==> src/rtl/mc_datapath_p.sv <==
// mc_datapath_p: multi-cycle MIPS-subset core (FETCH/DECODE/EXEC/MEM/WB/HALT) with a single
// shared request/ack memory port.
// Optional feature: define MC_DATAPATH_P_RETIRE_CNT_EN to build the 32-bit retired-instruction
// counter; without it, 'retired' is tied to zero.
module mc_datapath_p #(
    parameter int DATA_W   = 32,
    parameter int REG_N    = 32,
    parameter int PC_STEP  = 1,
    parameter int RESET_PC = 0
) (
    input  logic              clk,
    input  logic              rst,
    output logic              mem_req,
    output logic              mem_we,
    output logic [DATA_W-1:0] mem_addr,
    output logic [DATA_W-1:0] mem_wdata,
    input  logic [DATA_W-1:0] mem_rdata,
    input  logic              mem_ack,
    output logic              halted,
    output logic [DATA_W-1:0] curr_pc,
    output logic [31:0]       retired
);
    localparam int IDX_W = $clog2(REG_N);
    localparam logic [DATA_W-1:0] PC_INC  = DATA_W'(PC_STEP);
    localparam logic [DATA_W-1:0] PC_BOOT = DATA_W'(RESET_PC);

    localparam logic [5:0] OP_RTYPE = 6'b000000;
    localparam logic [5:0] OP_LW    = 6'b100011;
    localparam logic [5:0] OP_SW    = 6'b101011;
    localparam logic [5:0] OP_BEQ   = 6'b000100;
    localparam logic [5:0] OP_J     = 6'b000010;
    localparam logic [5:0] OP_ADDI  = 6'b001000;

    localparam logic [5:0] F_ADD = 6'b100000;
    localparam logic [5:0] F_SUB = 6'b100010;
    localparam logic [5:0] F_AND = 6'b100100;
    localparam logic [5:0] F_OR  = 6'b100101;
    localparam logic [5:0] F_SLT = 6'b101010;

    typedef enum logic [2:0] {S_FETCH, S_DECODE, S_EXEC, S_MEM, S_WB, S_HALT} state_t;

    state_t             state_q, state_d;
    logic [DATA_W-1:0]  pc_q, pc_d;
    logic [31:0]        ir_q, ir_d;
    logic [DATA_W-1:0]  a_q, a_d;
    logic [DATA_W-1:0]  b_q, b_d;
    logic [DATA_W-1:0]  alu_q, alu_d;
    logic [DATA_W-1:0]  mdr_q, mdr_d;
    logic [DATA_W-1:0]  regs_q [REG_N];

    logic               rf_we;
    logic [IDX_W-1:0]   rf_idx;
    logic [DATA_W-1:0]  rf_data;

    logic [5:0]         opcode;
    logic [5:0]         funct;
    logic [IDX_W-1:0]   rs_idx;
    logic [IDX_W-1:0]   rt_idx;
    logic [IDX_W-1:0]   rd_idx;
    logic [DATA_W-1:0]  imm_sext;
    logic [DATA_W-1:0]  br_off;
    logic [DATA_W-1:0]  jump_target;
    logic [DATA_W-1:0]  alu_res;
    logic               op_valid;

    assign opcode   = ir_q[31:26];
    assign funct    = ir_q[5:0];
    assign rs_idx   = ir_q[21 +: IDX_W];
    assign rt_idx   = ir_q[16 +: IDX_W];
    assign rd_idx   = ir_q[11 +: IDX_W];
    assign imm_sext = {{(DATA_W-16){ir_q[15]}}, ir_q[15:0]};
    assign br_off   = imm_sext * PC_INC;

    // Jump target keeps the upper PC bits; byte addressing appends two zero bits.
    always_comb begin
        if (PC_STEP == 4) begin
            jump_target = {pc_q[DATA_W-1:28], ir_q[25:0], 2'b00};
        end else begin
            jump_target = {pc_q[DATA_W-1:26], ir_q[25:0]};
        end
    end

    // Flag any opcode/funct outside the supported subset so DECODE can divert to HALT.
    always_comb begin
        op_valid = 1'b0;
        case (opcode)
            OP_RTYPE: op_valid = (funct == F_ADD) || (funct == F_SUB) || (funct == F_AND) ||
                                 (funct == F_OR)  || (funct == F_SLT);
            OP_LW, OP_SW, OP_BEQ, OP_J, OP_ADDI: op_valid = 1'b1;
            default: op_valid = 1'b0;
        endcase
    end

    // ALU: R-type uses A op B, everything else is A plus the sign-extended immediate.
    always_comb begin
        alu_res = a_q + imm_sext;
        if (opcode == OP_RTYPE) begin
            case (funct)
                F_SUB:   alu_res = a_q - b_q;
                F_AND:   alu_res = a_q & b_q;
                F_OR:    alu_res = a_q | b_q;
                F_SLT:   alu_res = {{(DATA_W-1){1'b0}}, ($signed(a_q) < $signed(b_q))};
                default: alu_res = a_q + b_q;
            endcase
        end
    end

    // Control FSM next state plus the datapath register updates for each step.
    always_comb begin
        state_d = state_q;
        pc_d    = pc_q;
        ir_d    = ir_q;
        a_d     = a_q;
        b_d     = b_q;
        alu_d   = alu_q;
        mdr_d   = mdr_q;
        rf_we   = 1'b0;
        rf_idx  = '0;
        rf_data = '0;
        case (state_q)
            S_FETCH: begin
                if (mem_ack) begin
                    ir_d    = mem_rdata[31:0];
                    pc_d    = pc_q + PC_INC;
                    state_d = S_DECODE;
                end
            end
            S_DECODE: begin
                a_d     = regs_q[rs_idx];
                b_d     = regs_q[rt_idx];
                alu_d   = pc_q + br_off;
                state_d = op_valid ? S_EXEC : S_HALT;
            end
            S_EXEC: begin
                case (opcode)
                    OP_RTYPE, OP_ADDI: begin
                        alu_d   = alu_res;
                        state_d = S_WB;
                    end
                    OP_LW, OP_SW: begin
                        alu_d   = a_q + imm_sext;
                        state_d = S_MEM;
                    end
                    OP_BEQ: begin
                        if (a_q == b_q) begin
                            pc_d = alu_q;
                        end
                        state_d = S_FETCH;
                    end
                    OP_J: begin
                        pc_d    = jump_target;
                        state_d = S_FETCH;
                    end
                    default: state_d = S_HALT;
                endcase
            end
            S_MEM: begin
                if (mem_ack) begin
                    if (opcode == OP_SW) begin
                        state_d = S_FETCH;
                    end else begin
                        mdr_d   = mem_rdata;
                        state_d = S_WB;
                    end
                end
            end
            S_WB: begin
                rf_we   = 1'b1;
                rf_idx  = (opcode == OP_RTYPE) ? rd_idx : rt_idx;
                rf_data = (opcode == OP_LW) ? mdr_q : alu_q;
                state_d = S_FETCH;
            end
            default: state_d = S_HALT;
        endcase
    end

    // State and datapath registers.
    always_ff @(posedge clk or negedge rst) begin
        if (!rst) begin
            state_q <= S_FETCH;
            pc_q    <= PC_BOOT;
            ir_q    <= '0;
            a_q     <= '0;
            b_q     <= '0;
            alu_q   <= '0;
            mdr_q   <= '0;
        end else begin
            state_q <= state_d;
            pc_q    <= pc_d;
            ir_q    <= ir_d;
            a_q     <= a_d;
            b_q     <= b_d;
            alu_q   <= alu_d;
            mdr_q   <= mdr_d;
        end
    end

    // Register file; entry 0 is never written so it always reads zero.
    always_ff @(posedge clk or negedge rst) begin
        if (!rst) begin
            for (int i = 0; i < REG_N; i++) begin
                regs_q[i] <= '0;
            end
        end else if (rf_we && (rf_idx != '0)) begin
            regs_q[rf_idx] <= rf_data;
        end
    end

    // The request is gated by rst itself so a reset mid-access drops it without waiting a clock.
    assign mem_req   = rst && ((state_q == S_FETCH) || (state_q == S_MEM));
    assign mem_we    = (state_q == S_MEM) && (opcode == OP_SW);
    assign mem_addr  = (state_q == S_MEM) ? alu_q : pc_q;
    assign mem_wdata = b_q;
    assign halted    = (state_q == S_HALT);
    assign curr_pc   = pc_q;

`ifdef MC_DATAPATH_P_RETIRE_CNT_EN
    logic        retire;
    logic [31:0] retired_q, retired_d;

    // An instruction retires as it leaves WB, MEM for a store, or EXEC for beq/j.
    always_comb begin
        retire = (state_q == S_WB) ||
                 ((state_q == S_MEM) && mem_ack && (opcode == OP_SW)) ||
                 ((state_q == S_EXEC) && ((opcode == OP_BEQ) || (opcode == OP_J)));
        retired_d = retired_q + {31'd0, retire};
    end

    // Retired-instruction counter, wraps naturally at 2^32.
    always_ff @(posedge clk or negedge rst) begin
        if (!rst) begin
            retired_q <= '0;
        end else begin
            retired_q <= retired_d;
        end
    end

    assign retired = retired_q;
`else
    assign retired = 32'd0;
`endif

endmodule

==> config.mk <==
export PLATFORM = sky130hd
export DESIGN_NAME = mc_datapath_p
export DESIGN_NICKNAME = d
export VERILOG_FILES = /design/src/rtl/mc_datapath_p.sv
export SDC_FILE = /design/constraint.sdc
export NUM_CORES = 2
export LEC_CHECK = 0
export CORE_MARGIN = 2
export CORE_UTILIZATION = 40
export DETAILED_ROUTE_END_ITERATION = 10
export PLACE_DENSITY_LB_ADDON = 0.15
export SYNTH_ARGS = -nofsm -noshare
export SYNTH_HDL_FRONTEND = slang
export SYNTH_SLANG_ARGS = --single-unit
==> constraint.sdc <==
create_clock -name clk -period 5.09 [get_ports clk]
set_clock_uncertainty 0.15 [all_clocks]
set_input_delay 1.018 -clock clk [delete_from_list [all_inputs] [get_ports clk]]
set_output_delay 1.018 -clock clk [all_outputs]
set_load 0.01 [all_outputs]
Word level (Yosys, flattened, before mapping) --
Index checks and enable logic that the tools add are counted.
Word-level totals: bits in registers 1219, output and inout port bits 131
Operators by class: $add $sub $neg 5, order comparisons 5, equal/unequal tests 24, mux-type cells 30, bitwise operators 6, reduce and logical (&&, ||, !) cells 24
Operators by type and width (count):
- 1024-bit bitwise mux | 1
- 32-bit two-way mux | 11
- 32-bit binary-select mux with 5-bit select | 2
- 32-bit one-hot mux with 2 select lines | 4
- 32-bit demux with 5-bit select | 1
- 32-bit one-hot mux with 4 select lines | 1
- 32-bit adder | 3
- 6-bit == test, second input constant | 7
- 32-bit by 1-bit adder with 32-bit output, second input constant | 1
- 32-bit bitwise AND | 1
- 32-bit == test | 1
- 32-bit less-than comparator | 1
- 32-bit OR | 1
- 32-bit subtractor | 1
- 6-bit >= comparator, second input constant | 3
- 5-bit inverter with 6-bit output | 3
- 3-bit one-hot mux with 5 select lines | 1
- 3-bit two-way mux | 4
- 5-bit two-way mux | 2
- 2-bit != test, second input constant | 5
- 3-bit one-hot mux with 3 select lines | 1
- 3-bit by 2-bit == test with 1-bit output, second input constant | 2
- 3-bit == test, second input constant | 2
- 6-bit by 2-bit == test with 1-bit output, second input constant | 1
- other kinds (22) | 34

Longest topological paths before layout --
depth after elaboration 9, gate-level depth with buffers 13

Worst setup path before layout --
OpenSTA, ideal clock, no wires.
path kind register to register, start register b_q[9] (netlist: mem_wdata[9]), end register alu_q[29], library setup time 0.126 ns, arrival 3.351 ns, data required time 4.814 ns, setup slack 1.463 ns, stages on the path, launching flop included 14, path buffers 2, clock period less this slack 3.627 ns, cells stage by stage dfrtp_1 > inv_1 > ha_1 > buf_6 > or4_4 > nor4_4 > o211ai_1 > and4b_1 > buf_6 > a2111oi_4 > o22ai_2 > a221oi_2 > o221ai_1 > a221o_1
Between the ends: longest elaborated chain between the ends 5
Ends and longest elaborated chain:
- start, declared | RTL line 46 | logic [DATA_W-1:0] b_q, b_d;
- start signal, assigned | RTL line 184 | b_q <= '0;
- start signal, assigned | RTL line 192 | b_q <= b_d;
- 32-bit adder or 32-bit subtractor (tied branches) | RTL line 103, 99
- 32-bit one-hot mux with 4 select lines * | RTL line 98 | case (funct)
- 32-bit two-way mux * | RTL line 97 | if (opcode == OP_RTYPE) begin
- 32-bit one-hot mux with 2 select lines * | RTL line 135 | case (opcode)
- 32-bit one-hot mux with 2 select lines * | RTL line 120 | case (state_q)
- end signal, assigned | RTL line 193 | alu_q <= alu_d;
- end, declared | RTL line 47 | logic [DATA_W-1:0] alu_q, alu_d;
Every way passes the cells marked *; elsewhere a longest branch is shown, timed or not. A chain may end at the register's enable or synchronous reset.

Worst setup path in the final report --
start register a_q[7], end register alu_q[0]
Between the ends: longest elaborated chain between the ends 5
Ends and longest elaborated chain:
- start, declared | RTL line 45 | logic [DATA_W-1:0] a_q, a_d;
- start signal, assigned | RTL line 183 | a_q <= '0;
- start signal, assigned | RTL line 191 | a_q <= a_d;
- 32-bit less-than comparator | RTL line 102 | F_SLT: alu_res = {{(DATA_W-1){1'b0}}, ($signed(a_q) < $signed(b_q))};
- 32-bit one-hot mux with 4 select lines | RTL line 98
- 32-bit two-way mux | RTL line 97
- 32-bit one-hot mux with 2 select lines | RTL line 135
- 32-bit one-hot mux with 2 select lines | RTL line 120
Every way passes these cells.

==> results.toml <==
[status]
status = "completed"

[place]
io_buffer_count = 133
dp_slack_ns = 0.913
dp_hpwl_microns = 169000
placed_area_sq_mm = 0.0734
gp_congestion = 0.951

[logic_synthesis]
ys_seq_area_share_pct = 43.9
synth-seq-cells = 1219
yosysWarnings = 0
synthArstFlopShare_pct = 100
ys_types = 84
synth_edf_count = 0
synth.most_common_cell = "nand2_1"
yosysTopAreaCellShare_pct = 43.9
synth_common_cells = "nand2_1, dfrtp_1, o21ai_0"
netlist_instances = 6502
syn_area_sq_mm = 0.0694
synth-main-ff-cell = "dfrtp_1"
syn_avg_cell_area_sq_um = 10.7
yosysTopAreaCell = "dfrtp_1"
synthTopCellsByArea = "dfrtp_1, mux4_2, o21ai_0"

[power_and_ir_drop]
irDropWorstVdd_v = 0.000345
power_density_mw_per_mm2 = 473
power_switching_mw = 15.1
p_leak_nw = 32.5
clockPowerShare_pct = 28.5
p_sw_share_pct = 40.7
p_seq_share_pct = 34.1
p_total_mw = 37.0
p_int_mw = 21.9
combPwrFrac_pct = 37.4

[global_route]
grt_pass1_vias = 51500
antenna_found_initial = 12
grtUsageTotal_pct = 29.5
grt_max_degree = 172
grt-ovfl-total = 0
grt_pass1_wl_microns = 377000

[sta]
rsz0062_at_grt = "no"
final_max_slew_viol_count = 0
tns_ns = 0
fmax_ghz = 0.234
tightest_slew_ns = 1.18
period_minus_slack_ns = 4.27
finalHoldViolCount = 0
setup_slack_ns = 0.817
finalSetupViolations = 0
final.period_utilization_pct = 83.9
relSlewSlack_pct = 21.7

[setup_path]
worstPathCellList = "inv_1 > ha_1 > nand2b_1 > a221oi_1 > o41a_1 > or2_2 > a2111oi_0 > nand2_1 > a211oi_1 > buf_4 > o211ai_1 > a31oi_1"
cp_data_arrival_time_ns = 4.87
path_class = "reg -> reg"
worst-path-max-fanout = 12
crit_required_ns = 5.68
cp_slowest_cell = "a2111oi_0"
endpoint_kind = "flop"
start_kind = "flop"
critPathMaxStageDelay_ns = 0.74

[clock_tree]
clockRootBuffer = "clkbuf_16"
cts_resized = 0
numCtsBuffers = 141
clockBufferDepth = 3
clkTransAtPathRegs_ns = 0.07
worstSkewPairLatency_ns = 0.82
cts_tree = "yes"
clock_sinks = 1219
post_cts_buffers = 0
cts-htree-levels = 4
holdBufCountCts = 1

[die]
pin_count = 166
die_h_microns = 421
core-area_sq_mm = 0.172
die_width_microns = 421
std_cell_rows = 152
initial_core_util_pct = 40.3
die_area_sq_mm = 0.177

[final_layout]
nFillCells = 16000
final_layout_size_suffix_gt1_share_pct = 19.1
area_growth_pct = 12.6
final_cell_area_sq_mm = 0.0781
final_util_pct = 45.4
final_nets = 6549

[drt]
via_per_inst = 6.07
drt_pre_antenna_iters = 8
wl_per_cell_microns = 29.7
ant_nets = 0
wl_microns = 261000
drt_iter0_drc = 5368
drt_drc_violations_left = 0
vias = 53300

[job]
drv_cap = 0

[hold_path]
hold_class = "reg -> reg"
==> layout by cell type, fill, tap and decap left out, types with 121 or more instances in the layout <==
cell type | synthesis | final
clkdlybuf4s50_1 | 0 | 132
clkbuf_16 | 0 | 142
a21oi_1 | 185 | 181
ha_1 | 159 | 159
buf_4 | 39 | 121
mux4_2 | 640 | 640
nor2_1 | 200 | 196
o21ai_0 | 1154 | 1154
nand2_1 | 1329 | 1297
dfrtp_1 | 1219 | 1208
==> power groups by stage <==
stage	clock network, mW	registers (mW)	logic (mW)
CTS	10.7	12.6	13.8
global placement	0	12.7	13.8
detailed placement	0	12.8	13.8
global route	11.1	12.7	14.7
finish	10.5	12.6	13.8
floorplan	0	11.5	9.00
==> flip-flops by register name, indices dropped and copies added, names as in the netlist <==
| name | flops |
|---|---|
| regs_q | 1024 |
| a_q | 32 |
| alu_q | 32 |
| curr_pc | 32 |
| ir_q | 32 |
| mdr_q | 32 |
| mem_wdata | 32 |
| state_q | 3 |
==> through the flow <==
stage / cells / hold slack [ns]
floorplan: 6533 / 0.291
global placement: 8517 / 0.226
detailed placement: 8517 / 0.233
CTS: 8769 / 0.246
global route: 8769 / 0.255
finish: 8775 / 0.240
==> logic make-up after synthesis <==
kind of cell / count (synthesis) / synth area share [%]
buffers and inverters: 740 / 4.27
flip-flops: 1219 / 43.9
AO/OA/AOI/OAI: 1759 / 14.5
multiplexers: 807 / 23.4
adder cells (fa/ha/maj): 163 / 2.98
other: 1 / 0.00540
AND/OR/NAND/NOR: 1759 / 10.3
XOR/XNOR: 54 / 0.681
==> final timing paths <==
check	depth (start not counted)	start	slack [ns]	to
setup / recovery	12	a_q[7]	0.82	alu_q[0]
hold / removal	0	regs_q[1008]	0.24	regs_q[1008]
setup reg to reg	12	a_q[7]	0.82	alu_q[0]
hold reg to reg	0	regs_q[1008]	0.24	regs_q[1008]
max in group asynchronous	4	rst	2.45	regs_q[774]
min in group asynchronous	2	rst	0.58	regs_q[886]
==> routing by layer <==
layer	global-route usage [%]	routed length, microns
met2	45.9	120000
met5	0	63
met1	41.5	113000
met4	10.4	9720
met3	5.18	17400
==> layout make-up <==
class / instances / area (sq um) / share of cell area (%)
Multi-Input combinational cell: 4574 / 36400 / 46.5
Sequential cell: 1219 / 30500 / 39.1
Clock buffer: 206 / 4160 / 5.33
Timing Repair Buffer: 299 / 3140 / 4.02
Tap cell: 2310 / 2890 / 3.70
Clock inverter: 45 / 584 / 0.748
Inverter: 116 / 435 / 0.557
Antenna cell: 6 / 15.0 / 0.0192
==> critical path, delay by kind of cell (launching register included) <==
family	cells	cell delay [ns]
adder cells (fa/ha/maj)	1	0.52
AND/OR/NAND/NOR	3	0.81
AO/OA/AOI/OAI	6	1.95
buffers and inverters	2	0.27
flip-flops	1	0.50
No activity file was read; power rests on OpenSTA's default activity.
